`src/rtl/pkg_ft601_ctrl_defines.sv`:
```
// Shared FT601 controller definitions: channel count, data width and the
// master-RAM arbiter types.
package pkg_ft601_ctrl_defines;

    localparam int CNT_CHANNLS = 4;
    localparam int WIDTH_DATA  = 32;
    localparam int CH_IDX_W    = (CNT_CHANNLS > 1) ? $clog2(CNT_CHANNLS) : 1;

    typedef enum logic {ARB_IDLE, ARB_OWN} arb_state_t;
    typedef logic [CH_IDX_W-1:0] ch_idx_t;

    function automatic logic [CNT_CHANNLS-1:0] ch_onehot(input ch_idx_t idx);
        logic [CNT_CHANNLS-1:0] v;
        v      = '0;
        v[idx] = 1'b1;
        return v;
    endfunction

    // Cyclic successor; CNT_CHANNLS need not be a power of two.
    function automatic ch_idx_t ch_next(input ch_idx_t idx);
        return (int'(idx) == CNT_CHANNLS - 1) ? ch_idx_t'(0) : ch_idx_t'(idx + 1'b1);
    endfunction

endpackage

```
`src/rtl/rr_pick.sv`:
```
// Combinational round-robin picker: first requester at or after ptr,
// searched cyclically.
module rr_pick
    import pkg_ft601_ctrl_defines::*;
(
    input  logic [CNT_CHANNLS-1:0] req,
    input  ch_idx_t                ptr,
    output logic                   found,
    output ch_idx_t                win
);

    always_comb begin
        int      idx;
        ch_idx_t c;
        idx   = 0;
        c     = '0;
        found = 1'b0;
        win   = ptr;
        // Scan from the far end so the last hit written is the closest to ptr.
        for (int k = CNT_CHANNLS - 1; k >= 0; k--) begin
            idx = (int'(ptr) + k) % CNT_CHANNLS;
            c   = ch_idx_t'(idx);
            if (req[c]) begin
                found = 1'b1;
                win   = c;
            end
        end
    end

endmodule

```
`src/rtl/fifo_mst_ram_arb.sv`:
```
// Round-robin arbiter sharing the single-port FT600 master RAM between
// channels, with locked bursts and a fixed 2-cycle read return path.
module fifo_mst_ram_arb
    import pkg_ft601_ctrl_defines::*;
#(
    parameter int T_MSZ     = 12,
    parameter int MAX_BURST = 16
) (
    input  logic                                  clk,
    input  logic                                  rstn,
    input  logic [CNT_CHANNLS-1:0]                ch_req,
    input  logic [CNT_CHANNLS-1:0]                ch_we,
    input  logic [CNT_CHANNLS-1:0]                ch_lock,
    input  logic [CNT_CHANNLS*T_MSZ-1:0]          ch_addr,
    input  logic [CNT_CHANNLS*(WIDTH_DATA+1)-1:0] ch_din,
    output logic [CNT_CHANNLS-1:0]                ch_gnt,
    output logic [CNT_CHANNLS-1:0]                ch_rvalid,
    output logic [WIDTH_DATA-1:0]                 ch_rdata,
    input  logic                                  mem_rdy,
    input  logic [WIDTH_DATA-1:0]                 mem_do,
    output logic                                  mem_en,
    output logic [CNT_CHANNLS-1:0]                wr_en,
    output logic [T_MSZ-1:0]                      mem_addr,
    output logic [WIDTH_DATA:0]                   mem_din
);

    localparam int               CNT_W     = $clog2(MAX_BURST + 1);
    localparam logic [CNT_W-1:0] BURST_MAX = CNT_W'(MAX_BURST);

    arb_state_t       state, state_nxt;
    ch_idx_t          ptr, owner, pick, sel, rd_id;
    logic [CNT_W-1:0] beat_cnt;
    logic             lock_q, found, hold, accept, rd_vld;

    rr_pick u_pick (
        .req   (ch_req),
        .ptr   (ptr),
        .found (found),
        .win   (pick)
    );

    // lock_q is the lock the owner presented with its last beat: it asks to
    // keep the RAM for the following beat, so dropping it still gets the
    // current beat and releases on the next one.
    assign hold   = (state == ARB_OWN) && ch_req[owner] && lock_q && (beat_cnt < BURST_MAX);
    assign sel    = hold ? owner : pick;
    assign accept = mem_rdy && (hold || found);
    assign ch_gnt = accept ? ch_onehot(sel) : '0;

    assign ch_rdata = mem_do;

    always_comb begin
        state_nxt = state;
        case (state)
            ARB_IDLE: if (accept) state_nxt = ARB_OWN;
            ARB_OWN:  if (mem_rdy && ch_req == '0) state_nxt = ARB_IDLE;
            default:  state_nxt = ARB_IDLE;
        endcase
    end

    always_ff @(posedge clk or negedge rstn) begin
        if (!rstn) state <= ARB_IDLE;
        else       state <= state_nxt;
    end

    always_ff @(posedge clk or negedge rstn) begin
        if (!rstn) begin
            ptr       <= '0;
            owner     <= '0;
            beat_cnt  <= '0;
            lock_q    <= 1'b0;
            mem_en    <= 1'b0;
            wr_en     <= '0;
            mem_addr  <= '0;
            mem_din   <= '0;
            rd_vld    <= 1'b0;
            rd_id     <= '0;
            ch_rvalid <= '0;
        end else begin
            mem_en    <= accept;
            wr_en     <= (accept && ch_we[sel]) ? ch_onehot(sel) : '0;
            // RAM answers one cycle after the command register, so the
            // channel id rides two stages alongside it.
            rd_vld    <= accept && !ch_we[sel];
            rd_id     <= sel;
            ch_rvalid <= rd_vld ? ch_onehot(rd_id) : '0;
            if (accept) begin
                mem_addr <= ch_addr[sel*T_MSZ +: T_MSZ];
                mem_din  <= ch_din[sel*(WIDTH_DATA+1) +: WIDTH_DATA+1];
                lock_q   <= ch_lock[sel];
                if (hold) begin
                    beat_cnt <= beat_cnt + 1'b1;
                end else begin
                    owner    <= pick;
                    ptr      <= ch_next(pick);
                    beat_cnt <= CNT_W'(1);
                end
            end
        end
    end

endmodule

```
`config.mk`:
```
export PLATFORM = sky130hd
export DESIGN_NAME = fifo_mst_ram_arb
export DESIGN_NICKNAME = d
export VERILOG_FILES = /design/src/rtl/pkg_ft601_ctrl_defines.sv /design/src/rtl/rr_pick.sv /design/src/rtl/fifo_mst_ram_arb.sv
export SDC_FILE = /design/constraint.sdc
export NUM_CORES = 1
export LEC_CHECK = 0
export ABC_CLOCK_PERIOD_IN_PS = 2500
export CORE_AREA = 2 2 122 124
export DETAILED_ROUTE_END_ITERATION = 12
export DIE_AREA = 0 0 124 126
export GPL_TIMING_DRIVEN = 0
export PLACE_DENSITY = 0.73
export SYNTH_ARGS = -nofsm -noshare
export SYNTH_HDL_FRONTEND = slang
export SYNTH_SLANG_ARGS = --single-unit
```
`constraint.sdc`:
```
create_clock -name clk -period 2.5 [get_ports clk]
set_clock_uncertainty 0.1 [all_clocks]
set_input_delay 0.5 -clock clk [delete_from_list [all_inputs] [get_ports clk]]
set_output_delay 0.5 -clock clk [all_outputs]
set_load 0.02 [all_outputs]
```
==> impl_metrics.csv <==
group,metric,value,unit
worst_setup_path,path_buf_inv,3,
placement,io_buffers,284,
floorplanning,initial_core_util,28.5,%
cts,cts_root_buf,"clkbuf_16",
synth,synthTopCellsByArea,"dfrtp_1, mux2i_1, o221ai_1, buf_4, nand2_1",
job,max_cap_violations,0,
placement,dp_cells,853,
routing,detail_route.first_pass.iterations,4,
status,violations,"negative setup slack",
routing,drtIter0Drc,203,
sta,drv_slew,0,
final_layout,final_area,0.00804,mm²
worst_setup_path,required,1900,ps
global_route,grt_use_total,19.2,%
synth,ys.warnings.count,0,
sta,finalCritPeriodShare,111,%
routing,routedWlPerCell,18.0,µm
final_layout,fin_nets,932,
synth,synth-edff-count,0,
synth,syn_inst,385,
floorplanning,pin_count,317,
synth,synth-seq-cells,68,
worst_hold_path,hold_path_class,"input pin to async pin",
sta,tns,-1030,ps
cts,clock_path_buffers,2,
worst_setup_path,cp_max_fo,5,
synth,synth_top_area_share,41.8,%
final_layout,syn2layout_area_growth,97.5,%
routing,drc,0,
final_layout,post-route-util,56.2,%
sta,fin_crit,2770,ps
worst_setup_path,path_cells,"buf_6 > nor3_1 > or4_4 > a21oi_2 > o22a_2 > nand2b_4 > buf_12 > nor2_2 > buf_6",
placement,dpl_cell_area,0.00716,mm²
floorplanning,fp.dieW,124,µm
status,status,"complete, but fails checks",
placement,routabilityCongestion,0.842,
synth,avgSynthCellArea,10.6,µm²
final_layout,layout-drive-gt1-share,18.6,%
synth,async_flop_share,100,%
floorplanning,die-area,0.0156,mm²
worst_setup_path,worst_path_max_delay_cell,"or4_4",
cts,cts_buffers,9,
cts,cts_max_level,3,
final_layout,final_cell_mix,"clkdlybuf4s50_1, mux2i_1, dfrtp_1, nand2_1, buf_4",
cts,clk_pin_slew_worst_paths,60,ps
sta,hold_slack,191,ps
floorplanning,die_h,126,µm
sta,fin_ws,-268,ps
pwr,power.leakage,3.52,nW
synth,yosysTopAreaCell,"dfrtp_1",
placement,dp_hpwl,12.0,mm
synth,postSynth.topFlopCell,"dfrtp_1",
synth,syn-num-nets,614,
sta,hold_violations,0,
sta,relSlewSlack,42.7,%
worst_setup_path,cpPeakStageDelay,520,ps
global_route,grt_max_degree,69,
synth,ys_seq_area_share,41.8,%
final_layout,layout_commonest_cell,"clkdlybuf4s50_1",
worst_setup_path,reg2reg_depth,9,
global_route,grt_overflow,0,
routing,vias,4332,
routing,viasPerCell,4.86,
worst_setup_path,crit_cells,9,
routing,wirelength,16.0,mm
placement,pre_cts_slack,-1500,ps
final_layout,num_antenna_cells,0,
final_layout,fin_cells,892,
global_route,grt_pass1_vias,4501,
worst_setup_path,startpoint_type,"flop",
cts,cts.sinks,68,
worst_setup_path,crit_type,"flop to output pin",
worst_setup_path,cp_common_cell,"buf_6",
floorplanning,fp-row-count,44,
cts,cts_tree,"yes",
cts,worstSkewPairLatency,320,ps
sta,grt_setup_unrepaired,"yes",
pwr,p_total,8.62,mW
cts,hold_buffers,0,
floorplanning,core,0.0143,mm²
pwr,ir_drop,0.471,mV
sta,setup-violations-final,4,
worst_setup_path,worst_setup_path_end_kind,"output pin",
global_route,antenna_found_initial,0,
sta,fmax,361,MHz
worst_setup_path,path_delay_family,"simple AND/OR/NAND/NOR gates",
global_route,grt_pass1_wl,23.2,mm
synth,ys_types,39,
synth,netlist_area,0.00407,mm²
pwr,p_per_area,1070,mW/mm²
routing,ant_nets,0,
worst_setup_path,cp.arrival,2170,ps
sta,tightest_slew,860,ps
## synthesized netlist by cell type, types with 2 or more instances
cell type	n
dfrtp_1	68
clkbuf_1	10
and3b_1	2
mux2_1	4
ha_1	2
o41ai_1	2
nor2b_1	5
o221ai_1	46
buf_4	32
nand3_1	2
nor2_1	10
a21oi_1	3
inv_1	2
mux2i_1	94
nand2_1	55
buf_6	5
and2_1	2
o21ai_1	4
inv_2	2
o21ai_0	4
nor3_1	3
buf_2	11
## final cells by class
class / instances / area [µm²]
clock buffer: 12 / 256
inverter: 4 / 15.0
sequential: 68 / 1700
multi-input combinational: 254 / 2130
tap: 184 / 230
buffer: 58 / 548
timing repair buffer: 308 / 3120
clock inverter: 4 / 47.5
fill: 1236 / 6270
## metal layers
metal | track usage (%) | routed length (µm) | up-vias
met2 | 35.6 | 8690 | 208
met3 | 4.89 | 1290 | 13
met1 | 21.9 | 5890 | 2079
li1 | - | - | 2032
met5 | 0 | 0 | -
met4 | 4.43 | 157 | 0
## report_power, final
part	internal [mW]	total (mW)	switching, mW	leakage [nW]
clock network	0.824	1.29	0.471	0.149
logic	2.96	5.46	2.50	2.53
registers	1.57	1.86	0.296	0.846
total	5.35	8.62	3.27	3.52
## final timing paths
kind,start,end,slack (ps)
max,ptr[1]$_DFFE_PN0P_,ch_gnt[1],-270
min,rstn,ch_rvalid[0]$_DFF_PN0_,190
max reg2reg,owner[0]$_DFFE_PN0P_,mem_din[19]$_DFFE_PN0P_,20
min reg2reg,rd_id[1]$_DFF_PN0_,ch_rvalid[1]$_DFF_PN0_,370
max in group asynchronous,rstn,owner[0]$_DFFE_PN0P_,1500
min in group clk,rd_id[1]$_DFF_PN0_,ch_rvalid[1]$_DFF_PN0_,370
## cell families (layout without fill, tap and decap cells)
family	Yosys count	in the layout	synth area share, %
DFF	68	68	41.8
AOI/OAI and AO/OA	67	67	13.4
buffers and inverters	63	386	10.0
adders and majority gates	2	2	0.614
and+or+nand+nor	86	86	9.49
muxes	99	99	24.8
## state kept, by name (all words and copies together), names as in the netlist, 2 cells and up
name / cells
beat_cnt: 5
wr_en: 4
mem_din: 33
owner: 2
ch_rvalid: 4
mem_addr: 12
rd_id: 2
ptr: 2
## worst register-to-register path: stages (launching register included)
cell and delay (ps):
dfrtp_2 420, mux2i_2 260, nor3_2 80, a21oi_2 250, mux2i_4 340, buf_6 160, buf_12 170, clkbuf_16 180
mux2i_2 220, o221ai_1 150
## timing repair
action                     CTS  global route
pin swaps                    6            10
gates cloned                 0             5
buffers inserted            12             8
setup endpoints to repair   59            54
resized for setup           65            56
(Power assumes the default switching activity.)
